File: src/rtl/vga_pixel_reader_if.sv
// Bundle between the merge stage / VGA timing (master) and the pixel reader (slave).
// Carries both 128-bit RGB line-buffer triplets, their full flags and the pixel output.
interface vga_pixel_reader_if;
    logic [127:0] R_inA, G_inA, B_inA;
    logic [127:0] R_inB, G_inB, B_inB;
    logic         full_A, full_B;
    logic         pixel_tick;
    logic         active_video;
    logic         readVgaSelector;
    logic [7:0]   R_out, G_out, B_out;
    logic         pixel_valid;
    logic         underrun;
    logic [15:0]  underrun_cnt;

    modport master (
        output R_inA, G_inA, B_inA, R_inB, G_inB, B_inB,
        output full_A, full_B, pixel_tick, active_video,
        input  readVgaSelector, R_out, G_out, B_out, pixel_valid, underrun, underrun_cnt
    );

    modport slave (
        input  R_inA, G_inA, B_inA, R_inB, G_inB, B_inB,
        input  full_A, full_B, pixel_tick, active_video,
        output readVgaSelector, R_out, G_out, B_out, pixel_valid, underrun, underrun_cnt
    );
endinterface

File: src/rtl/vga_pixel_reader.sv
// Ping-pong line-buffer reader: snapshots a full A/B triplet and serializes 16 pixels per load.
// Optional underrun pixel counter enabled by defining VGA_READER_UNDERRUN_CNT_EN.
module vga_pixel_reader #(
    parameter logic [7:0] FALLBACK_R = 8'h00,
    parameter logic [7:0] FALLBACK_G = 8'h00,
    parameter logic [7:0] FALLBACK_B = 8'h00
) (
    input logic               clk,
    input logic               reset,
    vga_pixel_reader_if.slave bus
);

    typedef enum logic [1:0] {StWaitFill, StStream, StUnderrun} state_e;

    state_e       state_q, state_d;
    logic         sel_q, sel_d;
    logic [3:0]   idx_q, idx_d;
    logic [127:0] r_snap_q, r_snap_d;
    logic [127:0] g_snap_q, g_snap_d;
    logic [127:0] b_snap_q, b_snap_d;
    logic [7:0]   r_out_q, r_out_d;
    logic [7:0]   g_out_q, g_out_d;
    logic [7:0]   b_out_q, b_out_d;
    logic         valid_q, valid_d;

    logic fill_full;
    logic emit;
    logic last_pix;
    logic emit_snap;
    logic emit_fb;
    logic load;

    // Fill buffer is the one the reader does not own.
    assign fill_full = sel_q ? bus.full_A : bus.full_B;
    assign emit      = bus.pixel_tick && bus.active_video;
    assign last_pix  = (idx_q == 4'd15);
    assign emit_snap = (state_q == StStream) && emit;
    assign emit_fb   = (state_q == StUnderrun) && emit;
    assign load      = fill_full && ((state_q == StWaitFill) || (state_q == StUnderrun) ||
                                     (emit_snap && last_pix));

    always_ff @(posedge clk) begin
        if (!reset) begin
            state_q  <= StWaitFill;
            sel_q    <= 1'b1;
            idx_q    <= 4'd0;
            r_snap_q <= '0;
            g_snap_q <= '0;
            b_snap_q <= '0;
            r_out_q  <= 8'h00;
            g_out_q  <= 8'h00;
            b_out_q  <= 8'h00;
            valid_q  <= 1'b0;
        end else begin
            state_q  <= state_d;
            sel_q    <= sel_d;
            idx_q    <= idx_d;
            r_snap_q <= r_snap_d;
            g_snap_q <= g_snap_d;
            b_snap_q <= b_snap_d;
            r_out_q  <= r_out_d;
            g_out_q  <= g_out_d;
            b_out_q  <= b_out_d;
            valid_q  <= valid_d;
        end
    end

    always_comb begin
        state_d = state_q;
        unique case (state_q)
            StWaitFill: if (fill_full) state_d = StStream;
            StStream:   if (emit_snap && last_pix && !fill_full) state_d = StUnderrun;
            StUnderrun: if (fill_full) state_d = StStream;
            default:    state_d = StWaitFill;
        endcase
    end

    always_comb begin
        sel_d    = sel_q;
        idx_d    = idx_q;
        r_snap_d = r_snap_q;
        g_snap_d = g_snap_q;
        b_snap_d = b_snap_q;
        r_out_d  = r_out_q;
        g_out_d  = g_out_q;
        b_out_d  = b_out_q;
        valid_d  = 1'b0;

        // Pixel idx always sits in the low byte; the snapshot shifts down after each emission.
        if (emit_snap) begin
            r_out_d  = r_snap_q[7:0];
            g_out_d  = g_snap_q[7:0];
            b_out_d  = b_snap_q[7:0];
            valid_d  = 1'b1;
            r_snap_d = r_snap_q >> 8;
            g_snap_d = g_snap_q >> 8;
            b_snap_d = b_snap_q >> 8;
            idx_d    = idx_q + 4'd1;
        end

        if (emit_fb) begin
            r_out_d = FALLBACK_R;
            g_out_d = FALLBACK_G;
            b_out_d = FALLBACK_B;
            valid_d = 1'b1;
        end

        if (load) begin
            r_snap_d = sel_q ? bus.R_inA : bus.R_inB;
            g_snap_d = sel_q ? bus.G_inA : bus.G_inB;
            b_snap_d = sel_q ? bus.B_inA : bus.B_inB;
            sel_d    = ~sel_q;
            idx_d    = 4'd0;
        end
    end

    always_comb begin
        bus.readVgaSelector = sel_q;
        bus.R_out           = r_out_q;
        bus.G_out           = g_out_q;
        bus.B_out           = b_out_q;
        bus.pixel_valid     = valid_q;
        bus.underrun        = (state_q == StUnderrun);
    end

`ifdef VGA_READER_UNDERRUN_CNT_EN
    logic [15:0] cnt_q, cnt_d;

    always_comb begin
        cnt_d = cnt_q;
        if (emit_fb && (cnt_q != 16'hFFFF)) cnt_d = cnt_q + 16'd1;
    end

    always_ff @(posedge clk) begin
        if (!reset) cnt_q <= 16'h0000;
        else        cnt_q <= cnt_d;
    end

    assign bus.underrun_cnt = cnt_q;
`else
    assign bus.underrun_cnt = 16'h0000;
`endif

endmodule

File: src/flat_wrapper.sv
// flat-port wrapper written by rule: the top's interface ports become plain ports
module vga_pixel_reader_flat 
#(
    parameter logic [7:0] FALLBACK_R = 8'h00,
    parameter logic [7:0] FALLBACK_G = 8'h00,
    parameter logic [7:0] FALLBACK_B = 8'h00
)
  (clk, reset, bus_R_inA, bus_G_inA, bus_B_inA, bus_R_inB, bus_G_inB, bus_B_inB, bus_full_A, bus_full_B, bus_pixel_tick, bus_active_video, bus_readVgaSelector, bus_R_out, bus_G_out, bus_B_out, bus_pixel_valid, bus_underrun, bus_underrun_cnt);
  vga_pixel_reader_if bus_i ();
  input logic clk;
  input logic reset;
  input wire logic [$bits(bus_i.R_inA)-1:0] bus_R_inA;
  input wire logic [$bits(bus_i.G_inA)-1:0] bus_G_inA;
  input wire logic [$bits(bus_i.B_inA)-1:0] bus_B_inA;
  input wire logic [$bits(bus_i.R_inB)-1:0] bus_R_inB;
  input wire logic [$bits(bus_i.G_inB)-1:0] bus_G_inB;
  input wire logic [$bits(bus_i.B_inB)-1:0] bus_B_inB;
  input wire logic [$bits(bus_i.full_A)-1:0] bus_full_A;
  input wire logic [$bits(bus_i.full_B)-1:0] bus_full_B;
  input wire logic [$bits(bus_i.pixel_tick)-1:0] bus_pixel_tick;
  input wire logic [$bits(bus_i.active_video)-1:0] bus_active_video;
  output wire logic [$bits(bus_i.readVgaSelector)-1:0] bus_readVgaSelector;
  output wire logic [$bits(bus_i.R_out)-1:0] bus_R_out;
  output wire logic [$bits(bus_i.G_out)-1:0] bus_G_out;
  output wire logic [$bits(bus_i.B_out)-1:0] bus_B_out;
  output wire logic [$bits(bus_i.pixel_valid)-1:0] bus_pixel_valid;
  output wire logic [$bits(bus_i.underrun)-1:0] bus_underrun;
  output wire logic [$bits(bus_i.underrun_cnt)-1:0] bus_underrun_cnt;
  assign bus_i.R_inA = bus_R_inA;
  assign bus_i.G_inA = bus_G_inA;
  assign bus_i.B_inA = bus_B_inA;
  assign bus_i.R_inB = bus_R_inB;
  assign bus_i.G_inB = bus_G_inB;
  assign bus_i.B_inB = bus_B_inB;
  assign bus_i.full_A = bus_full_A;
  assign bus_i.full_B = bus_full_B;
  assign bus_i.pixel_tick = bus_pixel_tick;
  assign bus_i.active_video = bus_active_video;
  assign bus_readVgaSelector = bus_i.readVgaSelector;
  assign bus_R_out = bus_i.R_out;
  assign bus_G_out = bus_i.G_out;
  assign bus_B_out = bus_i.B_out;
  assign bus_pixel_valid = bus_i.pixel_valid;
  assign bus_underrun = bus_i.underrun;
  assign bus_underrun_cnt = bus_i.underrun_cnt;
  vga_pixel_reader #(.FALLBACK_R(FALLBACK_R), .FALLBACK_G(FALLBACK_G), .FALLBACK_B(FALLBACK_B)) u_core (.clk(clk), .reset(reset), .bus(bus_i));
endmodule
File: config.mk
export PLATFORM = sky130hd
export DESIGN_NAME = vga_pixel_reader_flat
export DESIGN_NICKNAME = d
export VERILOG_FILES = /design/src/rtl/vga_pixel_reader_if.sv /design/src/rtl/vga_pixel_reader.sv /design/src/flat_wrapper.sv
export SDC_FILE = /design/constraint.sdc
export NUM_CORES = 1
export LEC_CHECK = 0
export ABC_CLOCK_PERIOD_IN_PS = 1700
export BUFFER_PORTS_ARGS = -buffer_cell sky130_fd_sc_hd__buf_4
export CORE_AREA = 2 2 316 318
export CTS_BUF_LIST = sky130_fd_sc_hd__clkbuf_2 sky130_fd_sc_hd__clkbuf_4 sky130_fd_sc_hd__clkbuf_8
export DETAILED_ROUTE_END_ITERATION = 7
export DIE_AREA = 0 0 318 320
export GPL_TIMING_DRIVEN = 0
export PLACE_DENSITY_LB_ADDON = 0.08
export SLEW_MARGIN = 0
export SYNTH_ARGS = -nofsm -noshare
export SYNTH_HDL_FRONTEND = slang
export SYNTH_SLANG_ARGS = --single-unit
export TNS_END_PERCENT = 50
File: constraint.sdc
create_clock -name clk -period 1.7 [get_ports clk]
set_input_delay 0.34 -clock clk [delete_from_list [all_inputs] [get_ports clk]]
set_output_delay 0.34 -clock clk [all_outputs]
set_load 0.01 [all_outputs]
==> PnR_summary.wiki <==
{| class="wikitable"
! Metric !! Value
|-
| Final instance area || 0.0383 mm^2
|-
| Type of the setup path with the least slack || flop to flop
|-
| Crit-path leading delay family || buffers and inverters
|-
| Fin. Hold Viols || 0
|-
| Final weighted congestion in routability-driven placement || 0.870
|-
| Number of max-slew violations in the final report || 0
|-
| Number of different library cells in the post-synthesis netlist || 34
|-
| Final Net Count || approximately 4100
|-
| Smallest hold slack || 0.0344 ns
|-
| Antenna Nets Post-Route || 0
|-
| Clock Power Share || 33.2%
|-
| GRT met3 Usage || 3.36%
|-
| Residual overflow from global routing || 0
|-
| Count of pins on the block boundary || 817
|-
| Met1 routing resource usage after global routing || a little over a quarter
|-
| Layout Skew || between 0.03 and 0.04 ns
|-
| Floorplan row count || approximately 120
|-
| Power Density || around 850 mW/mm^2
|-
| Switching fraction of total power || roughly 33%
|-
| Post-synthesis register bit count || ~420
|-
| Final Cycle Share || 111%
|-
| Number of cells in the finished layout apart from fillers || 4717
|-
| Worst path max stage delay || 0.37 ns
|-
| Average footprint of a synthesized cell || 9.66 um^2
|-
| Clock tree root driver cell || clkbuf_8
|-
| Library cell occupying the most area in the post-synthesis netlist || dfxtp_1
|-
| Post-place instance area || between 0.03 and 0.04 mm^2
|-
| GRT Max-Usage Layer || met2
|-
| Warning count from the yosys run || 0
|-
| Area of the die || a little over 0.1 mm^2
|-
| Final core area utilization || 39.1%
|-
| Least-Margin Pin Slew || just over 1 ns
|-
| DRT Pass-1 Iters || 5
|-
| CTS tree || done
|-
| Critical Path Slowest Stage Cell || dfxtp_4
|-
| Final routed DRC violation total || 0
|-
| Part of the total power dissipated in sequential elements || between 30% and 40%
|-
| Core ar. || 0.0980 mm^2
|-
| Count of buffering cells on the critical path with inverters included || 5
|-
| Port buffer count || 800
|-
| Final critical path time including I/O delays and setup || 1.89 ns
|-
| Leakage power total || 0.0165 uW
|-
| Critical Path, Cell by Cell || buf_12 > buf_16 > mux2i_4 > nor2_4 > buf_12 > buf_12 > buf_6 > a211oi_1
|-
| DIE WIDTH || 318 um
|-
| Wirelength per Cell || 24.2 um
|-
| Synth Instances || 2331
|-
| Comb pwr share || between 30% and 40%
|-
| Via count of the first global-routing pass || 25300
|-
| Crit path capture type || flop
|-
| Internal power component || roughly 22000 uW
|-
| Data arrival time of the worst path || 2.48 ns
|-
| RSZ-0062 raised after global routing || true
|-
| Startpoint kind of the worst setup timing path || flop
|-
| Leading cell types by total area after synthesis || dfxtp_1, mux2i_1, a221oi_1, a211oi_1, and2_1
|-
| Insertion delay to the later sink of the worst-skew pair || 0.69 ns
|-
| Worst rel slew slack || 30.7%
|-
| CP dominant cell by count || buf_12
|-
| Maximum VDD drop || 0.416 mV
|-
| Global-route usage over all layers || between 20% and 30%
|-
| HPWL after detailed placement || 86500 um
|-
| Total standard cell area after synthesis || 0.0225 mm^2
|-
| Placement Setup Slack || -1.39 ns
|-
| Highest clock rate || 529 MHz
|-
| Final critical-path setup slack || -0.189 ns
|-
| Total clock sinks || roughly 420
|-
| Result of the run || finished with violations
|-
| Average via count per standard cell || 5.03
|-
| Number of buffers on the longest clock path || 3
|-
| Layout cells sized above 1 || 54.0%
|-
| Starting density of the core || a little under a quarter
|-
| Violated checks || setup timing
|-
| Area share of the largest cell type after synthesis || 37.0%
|-
| Largest net degree at the start of global routing || 13
|-
| Required time worst endpoint || ~2.3 ns
|-
| Placed Cells incl. Taps || ~4400
|-
| Max FO, Critical Path || 10
|-
| Worst hold path type || primary input to flop
|-
| Vert. Die Dim || about 320 um
|-
| Wire length after detailed routing || 114000 um
|-
| H-tree depth reported by CTS || 3
|-
| Number of buffers created by CTS || 80
|-
| Final Setup Violations || ~380
|-
| Post-CTS clock slew at the launch and capture registers of the worst setup and hold paths || 0.06 ns
|-
| Number of max-cap violations || 0
|-
| Switching power || around 11000 uW
|-
| Growth of design area from synthesis to finish || 70.2%
|-
| Global-route wire length before repair || between 150000 and 200000 um
|-
| Via count of the routed design || 23700
|-
| Number of antenna violations at the first check in global routing || 5
|-
| Met2 routing resource usage after global routing || 37.3%
|-
| Portion of the post-synthesis area used by sequential elements || 37.0%
|-
| Number of DRC violations after detailed-routing iteration 0 || 1048
|}
## metrics by stage
stage               power (uW)  TNS (ns)
detailed placement       19100   -332.62
CTS                      32000    -37.96
finish                   32600    -46.93
global route             34100    -71.06
floorplan                15600         0
global placement         19000   -311.88
## layout by cell type, fill, tap and decap left out, drive strengths merged, types with 3 or more instances in the layout
master       instances
dlygate4sd3        114
o2bb2ai              9
diode                3
o221ai              13
o21ai                7
nand2b               3
dfxtp              416
nand2               53
clkbuf             215
a221oi             346
a211oi             360
nand3                9
inv                  7
a21oi               54
mux2i              383
and2               345
conb                16
clkinv              11
nor2                 5
buf               1039
mux2                 3
## cell families (layout without fill, tap and decap cells)
| group | count (synthesis) | in the layout | share of synthesized area [%] |
|---|---|---|---|
| adders and majority gates | 1 | 1 | 0.0556 |
| xor gates and xnor gates | 4 | 4 | 0.156 |
| buffers and inverters | 311 | 1391 | 6.73 |
| and+or+nand+nor | 420 | 421 | 11.1 |
| DFF | 416 | 416 | 37.0 |
| muxes | 386 | 386 | 17.2 |
| other | 1 | 19 | 0.0167 |
| AOI/OAI and AO/OA | 792 | 792 | 27.8 |
## cell type report
type / instances / area [um^2]
Tap cell: 1287 / 1610
Clock buffer: 120 / 1510
Multi-Input combinational cell: 1620 / 16200
Fill cell: 9721 / 59700
Sequential cell: 416 / 8340
Antenna cell: 3 / 7.51
Inverter: 2 / 7.51
Timing Repair Buffer: 941 / 7650
Clock inverter: 20 / 189
Buffer: 308 / 2780
## tightest hold or removal path, stage by stage
cell,delay (ns)
buf_4,0.08
mux2i_2,0.10
o2bb2ai_2,0.14
## power groups by stage
stage | registers (uW) | logic [uW] | clock network [uW]
2_1_floorplan | 11300 | 4270 | 0
3_3_place_gp | 11700 | 7250 | 0
3_5_place_dp | 11700 | 7360 | 0
4_1_cts | 11600 | 9260 | 11200
5_1_grt | 11700 | 10900 | 11600
6_report | 11600 | 10100 | 10800
## path summary, 6_finish.rpt
check	from	to	slack, ns	cells after the start
worst min-delay path	bus_G_inA[125]	u_core.g_snap_q[125]	0.03	3
worst min register to register	u_core.bus.B_out[6]	u_core.bus.B_out[6]	0.45	2
worst max register to register	u_core.bus.readVgaSelector	u_core.r_snap_q[50]	-0.19	8
worst max-delay path	u_core.bus.readVgaSelector	u_core.r_snap_q[50]	-0.19	8
## per-layer routing
metal	wire length (um)	vias to the layer above
met1	49900	11600
met5	0	-
met2	56700	704
met3	4980	143
met4	2810	0
li1	-	11200
## repair_timing
item	4_1_cts	5_1_grt
pin swaps	13	12
gates resized for setup	733	338
buffers inserted	10	4
gates cloned	8	6
setup endpoints to repair	416	409
hold buffers	111	3
hold endpoints to repair	65	2
## sequential cells by signal, indices dropped and copies added (netlist names)
register / count
u_core.g_snap_q: 128
u_core.state_q: 2
u_core.bus.B_out: 8
u_core.idx_q: 4
u_core.bus.G_out: 8
u_core.b_snap_q: 128
u_core.bus.R_out: 8
u_core.bus.readVgaSelector: 1
u_core.r_snap_q: 128
u_core.bus.pixel_valid: 1
## synthesized netlist by cell type, drive strengths merged
library cell and instances:
o21a 1, nand3 8, nor3 1, xnor2 2
ha 1, nand2b 3, a221oi 346, mux2 3
nand4b 1, buf 222, clkbuf 87, a211oi 360
xor2 2, o221ai 13, and2 345, dfxtp 416
a21oi 54, nand2 53, conb 1, nand4 1
o21ai 7, mux2i 383, and4b 1, o2bb2ai 9
inv 2, a31oi 2, nor2 5, and3 2
Note: power is estimated with default switching activity, not from simulation.
